## src/rtl/instr_fetch_ctrl.sv

```systemverilog
// Fetch sequencer for the instruction ROM: owns the program counter,
// registers the asynchronously read ROM word toward the decoder and handles
// start/halt, jump squash, decoder stall and one zero-overhead hardware loop.
module instr_fetch_ctrl #(
  parameter int ADDR_W  = 8,
  parameter int INSTR_W = 32,
  parameter int LOOP_W  = 8
) (
  input  logic               clk,
  input  logic               rst,
  input  logic               start,
  input  logic [ADDR_W-1:0]  start_addr,
  input  logic               halt,
  input  logic               jump_en,
  input  logic [ADDR_W-1:0]  jump_addr,
  input  logic               stall,
  input  logic               loop_cfg,
  input  logic [ADDR_W-1:0]  loop_start,
  input  logic [ADDR_W-1:0]  loop_end,
  input  logic [LOOP_W-1:0]  loop_count,
  output logic [ADDR_W-1:0]  InstrMemAddr,
  input  logic [INSTR_W-1:0] Instr,
  output logic [INSTR_W-1:0] instr_out,
  output logic               instr_valid,
  output logic               busy,
  output logic               done
);

  typedef enum logic {IDLE, RUN} state_t;

  state_t              state_q, state_d;
  logic [ADDR_W-1:0]   pc_q, pc_d;
  logic [INSTR_W-1:0]  instr_out_q, instr_out_d;
  logic                instr_valid_q, instr_valid_d;
  logic                busy_q, busy_d;
  logic                done_q, done_d;
  logic                loop_armed_q, loop_armed_d;
  logic [LOOP_W-1:0]   loop_remain_q, loop_remain_d;
  logic [ADDR_W-1:0]   loop_start_q, loop_start_d;
  logic [ADDR_W-1:0]   loop_end_q, loop_end_d;

  logic                at_loop_end;
  logic                loop_back;
  logic [ADDR_W-1:0]   next_pc;

  // Sequential address: loop back while iterations remain, else pc + 1 (wraps naturally).
  always_comb begin
    at_loop_end = loop_armed_q && (pc_q == loop_end_q);
    loop_back   = at_loop_end && (loop_remain_q != '0);
    next_pc     = loop_back ? loop_start_q : pc_q + 1'b1;
  end

  // Next-state logic: one action per RUN cycle, priority halt > jump > stall > advance.
  always_comb begin
    state_d       = state_q;
    pc_d          = pc_q;
    instr_out_d   = instr_out_q;
    instr_valid_d = instr_valid_q;
    done_d        = 1'b0;
    loop_armed_d  = loop_armed_q;
    loop_remain_d = loop_remain_q;
    loop_start_d  = loop_start_q;
    loop_end_d    = loop_end_q;

    case (state_q)
      IDLE: begin
        if (start) begin
          pc_d    = start_addr;
          state_d = RUN;
        end
      end
      RUN: begin
        if (halt) begin
          state_d       = IDLE;
          instr_valid_d = 1'b0;
          done_d        = 1'b1;
          loop_armed_d  = 1'b0;
        end else if (jump_en) begin
          // The word fetched at the old pc is dropped; the target shows up two cycles later.
          pc_d          = jump_addr;
          instr_valid_d = 1'b0;
        end else if (!stall) begin
          instr_out_d   = Instr;
          instr_valid_d = 1'b1;
          pc_d          = next_pc;
          if (loop_back) begin
            loop_remain_d = loop_remain_q - 1'b1;
          end else if (at_loop_end) begin
            loop_armed_d = 1'b0;
          end
        end
      end
      default: state_d = IDLE;
    endcase

    // A new loop configuration overrides any decrement or disarm in the same cycle;
    // the address chosen this cycle still follows the previous configuration.
    if (loop_cfg) begin
      loop_armed_d  = 1'b1;
      loop_remain_d = (loop_count == '0) ? '0 : loop_count - 1'b1;
      loop_start_d  = loop_start;
      loop_end_d    = loop_end;
    end

    busy_d = (state_d == RUN);
  end

  // State and output registers with synchronous reset.
  always_ff @(posedge clk) begin
    if (rst) begin
      state_q       <= IDLE;
      pc_q          <= '0;
      instr_out_q   <= '0;
      instr_valid_q <= 1'b0;
      busy_q        <= 1'b0;
      done_q        <= 1'b0;
      loop_armed_q  <= 1'b0;
      loop_remain_q <= '0;
      loop_start_q  <= '0;
      loop_end_q    <= '0;
    end else begin
      state_q       <= state_d;
      pc_q          <= pc_d;
      instr_out_q   <= instr_out_d;
      instr_valid_q <= instr_valid_d;
      busy_q        <= busy_d;
      done_q        <= done_d;
      loop_armed_q  <= loop_armed_d;
      loop_remain_q <= loop_remain_d;
      loop_start_q  <= loop_start_d;
      loop_end_q    <= loop_end_d;
    end
  end

  assign InstrMemAddr = pc_q;
  assign instr_out    = instr_out_q;
  assign instr_valid  = instr_valid_q;
  assign busy         = busy_q;
  assign done         = done_q;

endmodule

```

## config.mk

```make
export PLATFORM = sky130hd
export DESIGN_NAME = instr_fetch_ctrl
export DESIGN_NICKNAME = d
export VERILOG_FILES = /design/src/rtl/instr_fetch_ctrl.sv
export SDC_FILE = /design/constraint.sdc
export NUM_CORES = 1
export LEC_CHECK = 0
export ABC_AREA = 0
export CAP_MARGIN = 40
export CORE_MARGIN = 4
export CORE_UTILIZATION = 45
export CTS_CLUSTER_SIZE = 14
export DETAILED_ROUTE_END_ITERATION = 16
export PLACE_DENSITY = 0.81
export SYNTH_ARGS = -nofsm -noshare
export SYNTH_HDL_FRONTEND = slang
export SYNTH_SLANG_ARGS = --single-unit
```

## constraint.sdc

```tcl
create_clock -name clk -period 2.7 [get_ports clk]
set_input_delay 0.27 -clock clk [delete_from_list [all_inputs] [get_ports clk]]
set_output_delay 0.27 -clock clk [all_outputs]
set_load 0.01 [all_outputs]
```

==> results summary <==
The post-synthesis cell type count is 53. For this run the aggregate overflow at the end of global routing stands at 0. Entering global routing, the biggest net connects 38 pins. After floorplanning, the core was sized to cover a little over 7000 um^2. Wires add up to roughly 9700 um. The instance area after placement is approximately 4700 um^2. The vertical die dimension came out at about 94 um. The first-pass iteration count of the detailed router came out at 4. The worst setup path is of the reg2reg kind. The wire length of the first global-routing pass came out at about 15,000 um. For this design the top-level I/O count stands at about 120. The remaining max-slew budget at the tightest pin came out at 0.565. The standard-cell row count is 31. In this run the critical register-to-register path is launched from busy$_SDFF_PP0_.

Setup repair after global routing left no endpoint under its margin. The delay of the slowest critical-path stage came out at 710 ps. The total count of max-transition violations in the final report is 0. Summed over all cells, the static leakage comes to ~0.0018 uW. The area of all placed cells without fillers is 4910 um^2. The netlist area before placement is between 3000 and 4000 um^2. The fraction of registers with async set or reset after synthesis is 0. The worst clock skew on the final layout came out at 7.98 ps. The worst ir drop on vdd came out at between 0.2 and 0.3 mV. The initial standard-cell utilization of the core came out at 0.464. Counting every net in the synthesized netlist gives roughly 480. TritonCTS built the clock tree. The count of final hold-check violations came to 0. The number of global-route vias before repair was about 3,300.

OpenSTA, run right after detailed placement, puts the worst setup slack at roughly 250 ps. The critical path arrival is 2550 ps. The cell chosen for the clock root is clkbuf_8.

The final critical-path setup slack came out at approximately 370 ps. The number of warnings printed during yosys synthesis came out at 0. The quantity of I/O buffers inserted on ports is roughly 120.

Max-cap violations in this run came to 0. The total power density per cell area came out at between 500 and 600 nW/um^2. The buffer depth of the longest clock path is 2.

Synthesis handed over a netlist of 397 instances. The total of fill cells in the finished design came out at approximately 600. The minimum setup slack among reg-to-reg paths came out at between 300 and 400 ps. The top cell types in the final layout, fill and taps aside, are 120 x clkdlybuf4s50_1, 79 x nand2_1, 68 x dfxtp_1, 44 x a21oi_1, 30 x nor2_1.

The critical path starts at busy$_SDFF_PP0_. Summing all multi-input logic gate instances after layout gives roughly 1900 um^2. The maximum level of the CTS H-tree is 3. After synthesis the netlist holds a flip-flop and latch count of 68. The worst register-to-register path ends at loop_remain_q[4]$_SDFFE_PP0P_.

The part of the cycle the worst path needs came out at 0.862. Traced cell by cell, the critical path runs through nor4b_4, o21ai_1, nor4_4, mux2i_1, nor4b_1. The initial antenna violation count is 0. The length in cells of the worst reg-to-reg path came out at 5. The number of buffers added by the clock tree synthesis step is 9. The buffers inserted during post-CTS setup optimization came out at 0. The worst setup path is launched from a flip-flop. The prevailing post-synth register cell is dfxtp_1. The via count came out at approximately 3,300. The largest individual stage delay along the critical path comes from the cell dfxtp_1.

The violation count after the first detailed-routing iteration came out at between 150 and 200. The peak fanout along the critical path is 17. The area occupied by registers came out at between 1000 and 1500 um^2. The number of synthesized flops with an enable pin came out at 0. The area of the die is 8920 um^2. Clock-pin slew was measured on the worst setup and hold paths at approximately 80 ps.

For the final routed database, the setup TNS stands at 0 ps. The clock latency of the later-clocked register in the worst-skew pair came out at between 300 and 400 ps. The sequential cell area fraction in the yosys report is 0.405. The final routed DRC violation total is 0. Following the worst setup path forward leads to its endpoint at loop_remain_q[4]$_SDFFE_PP0P_. The final net count came out at around 600.

The global-route usage over all layers came out at 0.214. The hold-fix buffer count after cts is 0. In this run the remaining antenna-violating nets after routing total 0.

For this run, the share of the core covered by cells in the final layout is 0.677. Setup violations remaining at the end of the flow were counted as 0. The flow ran to the end, and the final reports show no timing, DRC or antenna violations. The path type of the worst min-delay path is in2reg. STA classifies the critical path endpoint as a flip-flop. The slew at the pin with the worst max-slew slack is approximately 650 ps.

The most common cell after layout, fill and taps aside is clkdlybuf4s50_1. The fraction of layout instances using a drive strength above 1 came out at 0.0763. The tree built by TritonCTS fans out to 68 sinks. The synthesized area per cell is ~8.5 um^2.

The data required time at the worst endpoint came out at between 2000 and 3000 ps. The number of resized instances in the post-cts repair step came out at 0. Measured along the x axis, the die boundary spans approximately 94 um.

The fmax came out at roughly 430 MHz. The half-perimeter wire length after placement is around 7100 um. The antenna diode count came out at 0. The global placer's final weighted congestion came out at around 0.84. After detailed routing, the number of vias per cell comes to roughly 5.3. The clock period minus final worst setup slack came out at 2330 ps. Relative to the synthesized area, the layout overhead comes to 46.1%. The final routed wire length divided by cell count is about 15 um.
kinds of logic (layout without fill, tap and decap cells):
kind of cell	Yosys count	after routing	synth area share
xor gates and xnor gates	20	20	0.0610
buffers and inverters	31	158	0.0346
AOI/OAI and AO/OA	87	87	0.164
DFF	68	68	0.405
adders and majority gates	5	5	0.0186
and+or+nand+nor	159	159	0.236
muxes	27	27	0.0808
how the worst min path moves through the flow:
stage	to	slack [ps]	cells after the start	startpoint
finish	loop_start_q[4]$_SDFFE_PP0P_	450	2	rst
global route	loop_start_q[5]$_SDFFE_PP0P_	470	2	rst
CTS	loop_start_q[5]$_SDFFE_PP0P_	430	2	rst
detailed placement	instr_out[28]$_SDFFE_PP0P_	450	2	instr_out[28]$_SDFFE_PP0P_
global placement	instr_out[29]$_SDFFE_PP0P_	440	2	instr_out[29]$_SDFFE_PP0P_
floorplan	loop_remain_q[0]$_SDFFE_PP0P_	390	1	loop_count[0]
registers in the layout, summed over array words and instances, names as in the netlist:
register	count
busy	1
loop_start_q	8
loop_armed_q	1
loop_remain_q	8
loop_end_q	8
instr_out	32
done	1
InstrMemAddr	8
instr_valid	1
report_power, final:
group	leakage [uW]	internal [uW]	switching, uW
combinational	0.00112	255	210
sequential	0.000555	1050	53.6
clock	0.000110	526	416
per-stage QoR:
stage          hold slack, ps  instances  power (uW)
2_1_floorplan             389        397        1360
5_1_grt                   468        623        2610
3_5_place_dp              446        607        1580
3_3_place_gp              441        607        1570
6_report                  449        623        2510
4_1_cts                   429        623        2530
cell usage after synthesis, drive strengths merged, types with 4 or more instances:
library cell / instances / area share
nand2: 79 / 0.088
dfxtp: 68 / 0.40
a21oi: 44 / 0.066
nor2: 30 / 0.033
mux2i: 26 / 0.077
xnor2: 17 / 0.053
clkbuf: 15 / 0.017
inv: 12 / 0.013
a221oi: 9 / 0.023
o21ai: 9 / 0.013
nand3: 8 / 0.013
nor3: 8 / 0.012
o221ai: 7 / 0.018
ha: 5 / 0.019
or3: 5 / 0.0093
buf: 4 / 0.0045
nor4: 4 / 0.016
cell type report:
cell class,count,share of cell area
Clock inverter,7,0.0201
Multi-Input combinational cell,298,0.384
Clock buffer,9,0.0252
Inverter,12,0.00917
Timing Repair Buffer,130,0.259
Tap cell,99,0.0252
Sequential cell,68,0.277
critical path, delay by kind of cell, from the launching register on:
family	cells	cell delay (ps)
and+or+nand+nor	3	1180
DFF	1	710
AOI/OAI and AO/OA	1	170
muxes	1	150
metal layers:
layer  vias to the layer above  GRT usage  wire length [um]
li1                       1648          -                 -
met1                      1520      0.271              4150
met2                       108      0.364              4790
met3                        23     0.0343               489
met4                         0     0.0806               223
met5                         -          0                 0
Note: power is estimated with default switching activity, not from simulation.
